--- src/rtl/rom_loader.sv ---
// rom_loader: copies a ROM image from SPI flash (mode 0, single READ command)
// into the low half of an external async SRAM while holding the Z88 in reset,
// then releases the Z88 and hands it a combinational ROM/RAM path to the SRAM.
module rom_loader #(
   parameter logic [23:0] FLASH_BASE = 24'h100000,
   parameter int unsigned ROM_AW     = 19,
   parameter int unsigned SCK_DIV    = 2
) (
   input  logic        clk,
   input  logic        reset_n,
   output logic        spi_cs_n,
   output logic        spi_sck,
   output logic        spi_mosi,
   input  logic        spi_miso,
   output logic        z88_reset_n,
   output logic        done,
   input  logic [18:0] rom_a,
   input  logic        rom_ce_n,
   input  logic        rom_oe_n,
   output logic [7:0]  rom_do,
   input  logic [18:0] ram_a,
   input  logic [7:0]  ram_di,
   input  logic        ram_ce_n,
   input  logic        ram_oe_n,
   input  logic        ram_we_n,
   output logic [7:0]  ram_do,
   output logic [19:0] sram_a,
   output logic [7:0]  sram_dq_o,
   input  logic [7:0]  sram_dq_i,
   output logic        sram_dq_oe,
   output logic        sram_ce_n,
   output logic        sram_oe_n,
   output logic        sram_we_n
);

   typedef enum logic [2:0] {IDLE, CMD, READ, WRITE, DONE} state_t;

   localparam logic [31:0]       CMD_WORD = {8'h03, FLASH_BASE};
   localparam logic [7:0]        DIV_LAST = 8'(SCK_DIV - 1);
   localparam logic [ROM_AW-1:0] CNT_LAST = '1;
   localparam logic [ROM_AW-1:0] CNT_ONE  = ROM_AW'(1);

   state_t            state_q, state_d;
   logic [7:0]        div_q, div_d;
   logic              sck_q, sck_d;
   logic              cs_n_q, cs_n_d;
   logic              mosi_q, mosi_d;
   logic [4:0]        bit_q, bit_d;
   logic [1:0]        wr_q, wr_d;
   logic [ROM_AW-1:0] cnt_q, cnt_d;
   logic              done_q, done_d;
   logic              z88_q, z88_d;
   logic [31:0]       cmd_sr_q, cmd_sr_d;
   logic [7:0]        byte_q, byte_d;

   logic              half_end;
   logic [18:0]       cnt_ext;

   assign half_end = (div_q == DIV_LAST);
   assign cnt_ext  = 19'(cnt_q);

   assign spi_cs_n    = cs_n_q;
   assign spi_sck     = sck_q;
   assign spi_mosi    = mosi_q;
   assign done        = done_q;
   assign z88_reset_n = z88_q;
   assign rom_do      = sram_dq_i;
   assign ram_do      = sram_dq_i;

   // Control state: cleared asynchronously so a reset aborts the SPI transfer at once.
   always_ff @(posedge clk or negedge reset_n) begin
      if (!reset_n) begin
         state_q <= IDLE;
         div_q   <= '0;
         sck_q   <= 1'b0;
         cs_n_q  <= 1'b1;
         mosi_q  <= 1'b0;
         bit_q   <= '0;
         wr_q    <= '0;
         cnt_q   <= '0;
         done_q  <= 1'b0;
         z88_q   <= 1'b0;
      end else begin
         state_q <= state_d;
         div_q   <= div_d;
         sck_q   <= sck_d;
         cs_n_q  <= cs_n_d;
         mosi_q  <= mosi_d;
         bit_q   <= bit_d;
         wr_q    <= wr_d;
         cnt_q   <= cnt_d;
         done_q  <= done_d;
         z88_q   <= z88_d;
      end
   end

   // Shift registers for the outgoing command and incoming byte; always reloaded before use.
   always_ff @(posedge clk) begin
      cmd_sr_q <= cmd_sr_d;
      byte_q   <= byte_d;
   end

   // Load sequencer: SCK half-period timer, command/data bit counting and SRAM write pacing.
   always_comb begin
      state_d  = state_q;
      div_d    = div_q;
      sck_d    = sck_q;
      cs_n_d   = cs_n_q;
      mosi_d   = mosi_q;
      bit_d    = bit_q;
      wr_d     = wr_q;
      cnt_d    = cnt_q;
      done_d   = done_q;
      z88_d    = z88_q;
      cmd_sr_d = cmd_sr_q;
      byte_d   = byte_q;
      case (state_q)
         IDLE: begin
            // First bit is presented together with chip select.
            state_d  = CMD;
            cs_n_d   = 1'b0;
            sck_d    = 1'b0;
            div_d    = '0;
            bit_d    = '0;
            cnt_d    = '0;
            mosi_d   = CMD_WORD[31];
            cmd_sr_d = {CMD_WORD[30:0], 1'b0};
         end
         CMD: begin
            if (half_end) begin
               div_d = '0;
               if (!sck_q) begin
                  sck_d = 1'b1;
               end else begin
                  // Falling SCK: move MOSI to the next bit while SCK is low.
                  sck_d = 1'b0;
                  if (bit_q == 5'd31) begin
                     state_d = READ;
                     bit_d   = '0;
                     mosi_d  = 1'b0;
                  end else begin
                     bit_d    = bit_q + 5'd1;
                     mosi_d   = cmd_sr_q[31];
                     cmd_sr_d = {cmd_sr_q[30:0], 1'b0};
                  end
               end
            end else begin
               div_d = div_q + 8'd1;
            end
         end
         READ: begin
            if (half_end) begin
               div_d = '0;
               if (!sck_q) begin
                  sck_d  = 1'b1;
                  byte_d = {byte_q[6:0], spi_miso};
               end else begin
                  sck_d = 1'b0;
                  if (bit_q == 5'd7) begin
                     state_d = WRITE;
                     bit_d   = '0;
                     wr_d    = '0;
                  end else begin
                     bit_d = bit_q + 5'd1;
                  end
               end
            end else begin
               div_d = div_q + 8'd1;
            end
         end
         WRITE: begin
            // Two cycles of write strobe, one of data hold with strobe released.
            if (wr_q == 2'd2) begin
               wr_d  = '0;
               cnt_d = cnt_q + CNT_ONE;
               div_d = '0;
               if (cnt_q == CNT_LAST) begin
                  state_d = DONE;
                  cs_n_d  = 1'b1;
                  done_d  = 1'b1;
                  z88_d   = 1'b1;
               end else begin
                  state_d = READ;
               end
            end else begin
               wr_d = wr_q + 2'd1;
            end
         end
         DONE: begin
            state_d = DONE;
         end
         default: begin
            state_d = IDLE;
         end
      endcase
   end

   // SRAM port: loader writes before completion, Z88 pass-through afterwards (ROM has priority, never written).
   always_comb begin
      sram_a     = '0;
      sram_dq_o  = '0;
      sram_dq_oe = 1'b0;
      sram_ce_n  = 1'b1;
      sram_oe_n  = 1'b1;
      sram_we_n  = 1'b1;
      if (state_q == WRITE) begin
         sram_a     = {1'b0, cnt_ext};
         sram_dq_o  = byte_q;
         sram_dq_oe = 1'b1;
         sram_ce_n  = 1'b0;
         sram_we_n  = (wr_q == 2'd2);
      end else if (state_q == DONE) begin
         if (!rom_ce_n) begin
            sram_a    = {1'b0, rom_a};
            sram_ce_n = 1'b0;
            sram_oe_n = rom_oe_n;
         end else if (!ram_ce_n) begin
            sram_a     = {1'b1, ram_a};
            sram_ce_n  = 1'b0;
            // A write request suppresses output enable so OE and WE are never both active.
            sram_oe_n  = ram_oe_n | ~ram_we_n;
            sram_we_n  = ram_we_n;
            sram_dq_o  = ram_di;
            sram_dq_oe = ~ram_we_n;
         end
      end
   end

endmodule

--- config.mk ---
export PLATFORM = sky130hd
export DESIGN_NAME = rom_loader
export DESIGN_NICKNAME = d
export VERILOG_FILES = /design/src/rtl/rom_loader.sv
export SDC_FILE = /design/constraint.sdc
export NUM_CORES = 1
export LEC_CHECK = 0
export ABC_AREA = 1
export BUFFER_PORTS_ARGS = -buffer_cell sky130_fd_sc_hd__buf_2
export CORE_MARGIN = 3
export CORE_UTILIZATION = 48
export DETAILED_ROUTE_END_ITERATION = 8
export PLACE_DENSITY = 0.76
export SYNTH_ARGS = -nofsm -noshare
export SYNTH_HDL_FRONTEND = slang
export SYNTH_SLANG_ARGS = --single-unit
--- constraint.sdc ---
create_clock -name clk -period 2.6 [get_ports clk]
set_input_delay 0.26 -clock clk [delete_from_list [all_inputs] [get_ports clk]]
set_output_delay 0.26 -clock clk [all_outputs]
set_load 0.05 [all_outputs]
==> results of run 1 <==
==> logic make-up after synthesis <==
group,Yosys count,synth area share
AO/OA/AOI/OAI,65,0.117
XOR/XNOR,3,0.00717
adder cells (fa/ha/maj),5,0.0171
buffers and inverters,95,0.118
flip-flops,60,0.436
AND/OR/NAND/NOR,268,0.304
==> per-layer routing <==
layer	track usage	up-vias	wire length (µm)
met5	0	-	0
met4	0.0733	0	150
met3	0.0362	14	593
met2	0.326	119	3870
met1	0.252	1610	3770
li1	-	1753	-
==> state kept, by name, summed over array words and instances (netlist names) <==
signal / cells
div_q: 8
cmd_sr_q: 11
bit_q: 5
spi_cs_n: 1
spi_mosi: 1
state_q: 3
byte_q: 8
z88_reset_n: 1
cnt_ext: 19
wr_q: 2
spi_sck: 1
==> power by group through the flow <==
| stage | registers (mW) | logic, mW | clock network (mW) |
|---|---|---|---|
| after floorplan | 0.988 | 0.0671 | 0 |
| after global placement | 0.988 | 0.0535 | 0 |
| after detailed placement | 0.988 | 0.0548 | 0 |
| after CTS | 0.969 | 0.0553 | 0.769 |
| after global routing | 0.969 | 0.0614 | 0.802 |
| final | 0.969 | 0.0537 | 0.746 |
==> layout by cell type, fill, tap and decap left out, types with 2 or more instances in the layout <==
| master | instances |
|---|---|
| nand3b_1 | 3 |
| buf_2 | 90 |
| a22o_1 | 8 |
| a22oi_1 | 17 |
| nor3_1 | 9 |
| o21ai_0 | 17 |
| o21ai_1 | 3 |
| nor2_1 | 58 |
| o22ai_1 | 2 |
| clkinv_4 | 3 |
| a21oi_1 | 8 |
| nand2_1 | 156 |
| nand3_1 | 25 |
| clkbuf_8 | 9 |
| nand3_2 | 2 |
| inv_1 | 63 |
| edfxtp_1 | 19 |
| or2_2 | 4 |
| ha_1 | 5 |
| dfrtp_1 | 40 |
| buf_4 | 7 |
| xor2_1 | 3 |
| a31oi_1 | 3 |
| clkinvlp_4 | 3 |
| nand4_1 | 5 |
| inv_2 | 5 |
| nor2_2 | 4 |
| o31ai_1 | 3 |
==> how the worst max path moves through the flow <==
stage                     startpoint         end  slack [ns]  depth (start not counted)
after floorplan           state_q[0]   sram_we_n         0.1                          6
after global placement    state_q[0]  sram_dq_oe        0.68                          7
after detailed placement  state_q[0]  sram_dq_oe        0.60                          7
after CTS                 state_q[0]  sram_dq_oe        0.22                          7
after global routing      state_q[0]  sram_dq_oe        0.09                          7
final                     state_q[0]  sram_dq_oe        0.24                          7
==> metrics by stage <==
step / power, mW / instance area, µm² / instances
after floorplan: 1.06 / 3660 / 496
after global placement: 1.04 / 4120 / 665
after detailed placement: 1.04 / 4120 / 665
after CTS: 1.79 / 4300 / 681
after global routing: 1.83 / 4300 / 681
final: 1.77 / 4300 / 681
==> cell type report <==
| type | instances | share of cell area |
|---|---|---|
| multi-input combinational | 341 | 0.381 |
| sequential | 60 | 0.372 |
| timing repair buffer | 97 | 0.117 |
| inverter | 68 | 0.0594 |
| clock buffer | 9 | 0.0288 |
| tap | 99 | 0.0288 |
| clock inverter | 7 | 0.0125 |
==> out/results.tsv, run 1 <==
metric	value	unit
worstMarginPinSlew	0.919	ns
outcome	finished, final reports clean	
min_path_type	input pin to asynchronous set/reset pin	
grt_max_degree	42	
reg2reg_from	state_q[0]	
ios	115	
avgSynthCellArea	7.39	µm²
drt_iter0_markers	183	
area_growth	17.2	%
tns	0	ns
max_cap_violations	0	
dpl_worst_slack	0.600	ns
switchingPower	424	µW
grt_overflow_total	0	
postCtsSetupBuffers	0	
core	7330	µm²
reg2reg_depth	10	
cp_top_family	buffers and inverters	
criticalPathCategory	flip-flop to output pin	
synthTopCellsByCount	nand2_1, inv_1, nor2_1, dfrtp_1, nand3_1	
seq_area_frac_synth	0.436	
leakage	2.30	nW
holdWs	0.0501	ns
totalWireLength	8.38	mm
r2r_setup_slack	0.68	ns
cp.required	2.34	ns
cts_hold_buf	0	
antenna_found_initial	0	
finalHoldViolCount	0	
yosys.area.top_type	dfrtp_1	
cts-root-buf	clkbuf_8	
max_freq	424	MHz
fill_cells	661	
grt_pass1_vias	3079	
worstPathMaxFanout	20	
max-slew-margin-rel	0.387	
nNetsFinal	644	
combPwrFrac	0.030	
cts.sinks	60	
dp_hpwl	6.25	mm
fin_crit	2.36	ns
worst-path-buf-inv	3	
power_frac_seq	0.548	
yosysTopAreaCellShare	0.273	
regArea	1600	µm²
synth_async_sr_flop_share	0.683	
ctsResizeCount	0	
yosys.cell_count.top_type	nand2_1	
postSynthRegisterBits	60	
port_buffers	90	
cts_buffers	9	
period_share	0.908	
drv_slew	0	
end_kind	output pin	
synth_edf_count	19	
grt_pass1_wl	13.6	mm
peakVddDrop	0.000306	V
vias	3496	
die_y	93.4	µm
synthTopCellsByArea	dfrtp_1, nand2_1, edfxtp_1	
final_util	0.586	
cp_slowest_stage_delay	0.47	ns
worstPathCellList	nor2_1, nand2_1, nor3_4, buf_4, inv_1, o21ai_1, buf_2	
multi_input_area	1640	µm²
grt_usage	0.195	
die_area	8720	µm²
r2r-end	cnt_ext[10]	
place_congestion	0.909	
worst_setup_path_start_kind	flip-flop	
netlist_instances	496	
drive_above_1_share	0.227	
cellPowerDensity	412	nW/µm²
crit_slowest_cell	dfrtp_1	
synth_flop_cell	dfrtp_1	
setup_viol	0	
antennaDiodeCount	0	
yosysUniqueCellTypes	34	
die_w	93.4	µm
p_clk_frac	0.422	
synth_nets	563	
post_drt_wl_per_cell	12.3	µm
ant_nets	0	
skew	0.0106	ns
arrival	2.10	ns
ctsLongestPathBuffers	2	
post-route-worst-setup-slack	0.240	ns
num_rows	31	
synth_area	3660	µm²
switching_share	0.240	
initial_core_util	0.500	
ys_warn_count	0	
cts.reportedPaths.clkPinSlew	0.08	ns
dr.pass1.iters	4	
tritoncts	done	
clk_latency	0.34	ns
via_per_inst	5.13	
internal_power	1.34	mW
drcViolationCount	0	
h-tree-depth	3	
rsz0062_at_grt	false	
Note: power is estimated with default switching activity, not from simulation.
==> run 2, diff against run 1 <==
CORE_UTILIZATION = 45   (was 48)
PLACE_DENSITY = 0.72   (was 0.76)
==> out/results.tsv, run 2 (synthesis gave the netlist of run 1 again) <==
metric	value	unit	change
postCtsSetupBuffers	0		unchanged
arrival	2.12	ns	+0.02 ns
layout_commonest_cell	nand2_1		
criticalPathCategory	flip-flop to output pin		
drt_iter0_markers	188		+2.7%
die_area	9260	µm²	+6.2%
finalHoldViolCount	0		unchanged
peakVddDrop	0.000285	V	-6.6%
dp_hpwl	6.37	mm	+1.9%
die_w	96.2	µm	+3.1%
tritoncts	done		
cts.reportedPaths.clkPinSlew	0.07	ns	about the same
p_clk_frac	0.466		+0.044
vias	3433		-1.8%
dr.pass1.iters	5		+1
min_path_type	input pin to asynchronous set/reset pin		
leakage	2.32	nW	+1.2%
end_kind	output pin		
post_drt_wl_per_cell	12.4	µm	+0.75%
r2r_setup_slack	0.70	ns	+0.02 ns
fill_cells	727		+10%
antenna_found_initial	0		unchanged
max_cap_violations	0		unchanged
reg2reg_depth	8		-2
max_freq	421	MHz	-0.71%
fin_crit	2.38	ns	+0.0169 ns
final_cell_mix	nand2_1, buf_2, inv_1, nor2_1, dfrtp_1		
outcome	finished, final reports clean		
num_rows	32		+3.2%
p_total	1.92	mW	+8.4%
power_frac_seq	0.506		-0.042
drcViolationCount	0		unchanged
ctsLongestPathBuffers	2		unchanged
h-tree-depth	3		unchanged
core	7810	µm²	+6.5%
worst_setup_path_start_kind	flip-flop		
switchingPower	393	µW	-7.5%
cts_buffers	9		unchanged
switching_share	0.205		-0.0350
period_share	0.914		+0.00651
cts-root-buf	clkbuf_8		
rsz0062_at_grt	false		
reg2reg_from	bit_q[0]		
setup_viol	0		unchanged
grt_pass1_wl	13.6	mm	-0.40%
antennaDiodeCount	0		unchanged
tns	0	ns	unchanged
grt_max_degree	42		unchanged
cts.sinks	60		unchanged
worstPathMaxFanout	20		unchanged
clk_latency	0.35	ns	about the same
die_y	96.2	µm	+3.1%
ant_nets	0		unchanged
area_growth	18.4	%	
skew	0.0125	ns	+0.00182 ns
grt_overflow_total	0		unchanged
cp.required	2.34	ns	about the same
via_per_inst	5.02		-2.2%
internal_power	1.52	mW	+13%
totalWireLength	8.48	mm	+1.2%
r2r-end	cmd_sr_q[28]		
cellPowerDensity	442	nW/µm²	+7.3%
nNetsFinal	644		unchanged
grt_usage	0.189		-0.00578
ctsResizeCount	0		unchanged
drv_slew	0		unchanged
place_congestion	0.916		+0.70%
worstMarginPinSlew	0.916	ns	-0.00271 ns
ios	115		unchanged
initial_core_util	0.469		-0.0305
drive_above_1_share	0.222		-0.00515
port_buffers	90		unchanged
cts_hold_buf	0		unchanged
combPwrFrac	0.028		-0.002
largest_register_ffs	19		unchanged
grt_pass1_vias	3038		-1.3%
max-slew-margin-rel	0.389		+0.00181
==> run 2: cell count changes in the layout (fill, tap and decap cells not counted), sizes merged <==
cell	before	now
clkinvlp	3	0
clkinv	4	5
bufinv	0	2
==> run 2: area by class of cell <==
type | count | area, µm² | share of cell area
clock buffers | 9 | 124 | 0.0285
clock inverters | 7 | 81.3 | 0.0187
inverters | 68 | 255 | 0.0588
multi-input cells | 341 | 1640 | 0.378
flip-flops and latches | 60 | 1600 | 0.368
well taps | 102 | 128 | 0.0294
repair buffers | 97 | 515 | 0.119
==> run 2: worst max-delay path: stages, from the launching register on <==
cell     delay (ns)
dfrtp_1        0.46
nor2_1         0.19
nand2_1        0.18
nor3_4         0.17
buf_4          0.25
inv_1          0.07
o21ai_1        0.16
buf_2          0.29
==> run 2: through the flow <==
step / cell area (µm²) / instances / util / hold WS (ns) / worst slack [ns]
6_report: 4340 / 684 / 0.556 / 0.0483 / 0.223
5_1_grt: 4340 / 684 / 0.556 / 0.0801 / 0.105
4_1_cts: 4340 / 684 / 0.556 / 0.0795 / 0.204
3_5_place_dp: 4140 / 668 / 0.530 / 0.440 / 0.582
3_3_place_gp: 4140 / 668 / 0.530 / 0.436 / 0.690
2_1_floorplan: 3660 / 496 / - / -0.0356 / 0.0964
==> run 2: worst max path at each step <==
stage	end	start	slack, ns	cells after the start
floorplan	sram_we_n	state_q[0]	0.1	6
global placement	sram_dq_oe	state_q[0]	0.69	7
detailed placement	sram_dq_oe	state_q[0]	0.58	7
CTS	sram_dq_oe	state_q[0]	0.20	7
global route	sram_dq_oe	state_q[0]	0.10	7
finish	sram_dq_oe	state_q[0]	0.22	7
==> run 2: per-layer routing <==
layer  wire length, µm  vias up  GRT usage
met5                 0        -          0
met4                92        0     0.0664
met3               656       10     0.0500
met2              3910      114      0.301
met1              3820     1559      0.249
li1                  -     1750          -
==> run 2: power groups by stage <==
| stage | sequential, mW | combinational (mW) | clock, mW |
|---|---|---|---|
| after floorplan | 0.988 | 0.0671 | 0 |
| after global placement | 0.988 | 0.0540 | 0 |
| after detailed placement | 0.988 | 0.0549 | 0 |
| after CTS | 0.970 | 0.0555 | 0.907 |
| after global routing | 0.969 | 0.0601 | 0.952 |
| final | 0.970 | 0.0542 | 0.892 |
==> run 3, diff against run 2 <==
PLACE_DENSITY = 0.83   (was 0.72)
clock period = 2.95 ns   (was 2.6 ns; I/O delays follow)
==> out/results.tsv, run 3 (synthesis gave the netlist of run 1 again) <==
metric	value	unit	change
min_path_type	input pin to asynchronous set/reset pin		
grt_pass1_wl	13.6	mm	+0.25%
tns	0	ns	unchanged
worstPathMaxFanout	20		unchanged
via_per_inst	5.16		+2.9%
initial_core_util	0.469		unchanged
finalHoldViolCount	0		unchanged
outcome	finished, final reports clean		
worstMarginPinSlew	0.915	ns	-0.00158 ns
totalWireLength	8.61	mm	+1.5%
num_rows	32		unchanged
post_drt_wl_per_cell	12.7	µm	+2.1%
dp_hpwl	6.33	mm	-0.55%
drt_iter0_markers	180		-4.3%
cts_hold_buf	0		unchanged
core	7810	µm²	unchanged
setup_viol	0		unchanged
die_area	9260	µm²	unchanged
vias	3511		+2.3%
ant_nets	0		unchanged
reg2reg_from	state_q[0]		
cts_buffers	9		unchanged
drive_above_1_share	0.216		-0.00539
criticalPathCategory	flip-flop to output pin		
antenna_found_initial	0		unchanged
area_growth	17.3	%	
max_freq	376	MHz	
worst_setup_path_start_kind	flip-flop		
layout_commonest_cell	nand2_1		
antennaDiodeCount	0		unchanged
dr.pass1.iters	6		+1
cts-root-buf	clkbuf_8		
max_cap_violations	0		unchanged
holdWs	0.0891	ns	+0.0408 ns
cts.reportedPaths.clkPinSlew	0.07	ns	about the same
leakage	2.30	nW	-1.1%
grt_overflow_total	0		unchanged
arrival	2.37	ns	+0.25 ns
die_y	96.2	µm	unchanged
r2r_setup_slack	0.92	ns	+0.22 ns
port_buffers	90		unchanged
fill_cells	707		-2.8%
cp.required	2.65	ns	+0.31 ns
r2r-end	cnt_ext[10]		
p_total	1.69	mW	-12%
skew	0.00972	ns	-0.00274 ns
cellPowerDensity	393	nW/µm²	-11%
rsz0062_at_grt	false		
drv_slew	0		unchanged
die_w	96.2	µm	unchanged
end_kind	output pin		
cts.sinks	60		unchanged
ctsResizeCount	0		unchanged
ios	115		unchanged
grt_max_degree	42		unchanged
fin_crit	2.66	ns	
drcViolationCount	0		unchanged
peakVddDrop	0.000300	V	+5.2%
final_cell_mix	nand2_1, buf_2, inv_1, nor2_1, dfrtp_1		
grt_pass1_vias	3098		+2.0%
place_congestion	0.917		+0.14%
ctsLongestPathBuffers	2		unchanged
clk_latency	0.34	ns	about the same
postCtsSetupBuffers	0		unchanged
max-slew-margin-rel	0.390		+0.00105
grt_usage	0.187		-0.00218
tritoncts	done		
largest_register_ffs	19		unchanged
nNetsFinal	640		-0.62%
period_share	0.902		
reg2reg_depth	8		unchanged
h-tree-depth	3		unchanged
## run 3: cell types whose count changed in the layout (fill, tap and decap cells not counted)
cell	change
buf_12	-1
buf_4	-3
## run 3: routing by layer
metal,part of all wire,vias to the layer above,track usage
met3,0.078,16,0.0477
li1,-,1738,-
met4,0.017,0,0.0675
met5,0,-,0
met1,0.43,1631,0.228
met2,0.48,126,0.319
## run 3: area by class of cell
cell class              instances  area, µm²  area share
repair buffers                 93        473       0.110
multi-input cells             341       1640       0.381
clock buffers                   9        124      0.0288
well taps                     102        128      0.0297
clock inverters                 7       81.3      0.0189
flip-flops and latches         60       1600       0.372
inverters                      68        255      0.0594
## run 3: worst max path at each step
stage	startpoint	end	slack [ns]	cells after the start
finish	state_q[0]	sram_dq_oe	0.29	7
global route	state_q[0]	sram_we_n	0.08	8
CTS	state_q[0]	sram_dq_oe	0.27	7
detailed placement	state_q[0]	sram_dq_oe	0.63	7
global placement	state_q[0]	sram_dq_oe	0.73	7
floorplan	state_q[0]	sram_we_n	0.41	6
## run 3: power by group
group	switching, mW	internal [mW]	leakage (nW)
Combinational	0.0226	0.0245	1.47
Sequential	0	0.855	0.726
Clock	0.323	0.464	0.105
## run 3: stage by stage
step | cell area, µm² | std cells | utilization | worst slack (ns)
5_1_grt | 4300 | 680 | 0.550 | 0.0808
3_5_place_dp | 4090 | 664 | 0.524 | 0.631
3_3_place_gp | 4090 | 664 | 0.524 | 0.732
4_1_cts | 4300 | 680 | 0.550 | 0.268
2_1_floorplan | 3660 | 496 | - | 0.411
6_report | 4300 | 680 | 0.550 | 0.289
## run 3: worst max-delay path, stage by stage, from the launching register on
cell,delay (ns)
dfrtp_1,0.46
nor2_1,0.20
nand2_1,0.18
nor3_4,0.39
buf_4,0.31
inv_1,0.06
o21ai_1,0.14
buf_2,0.29
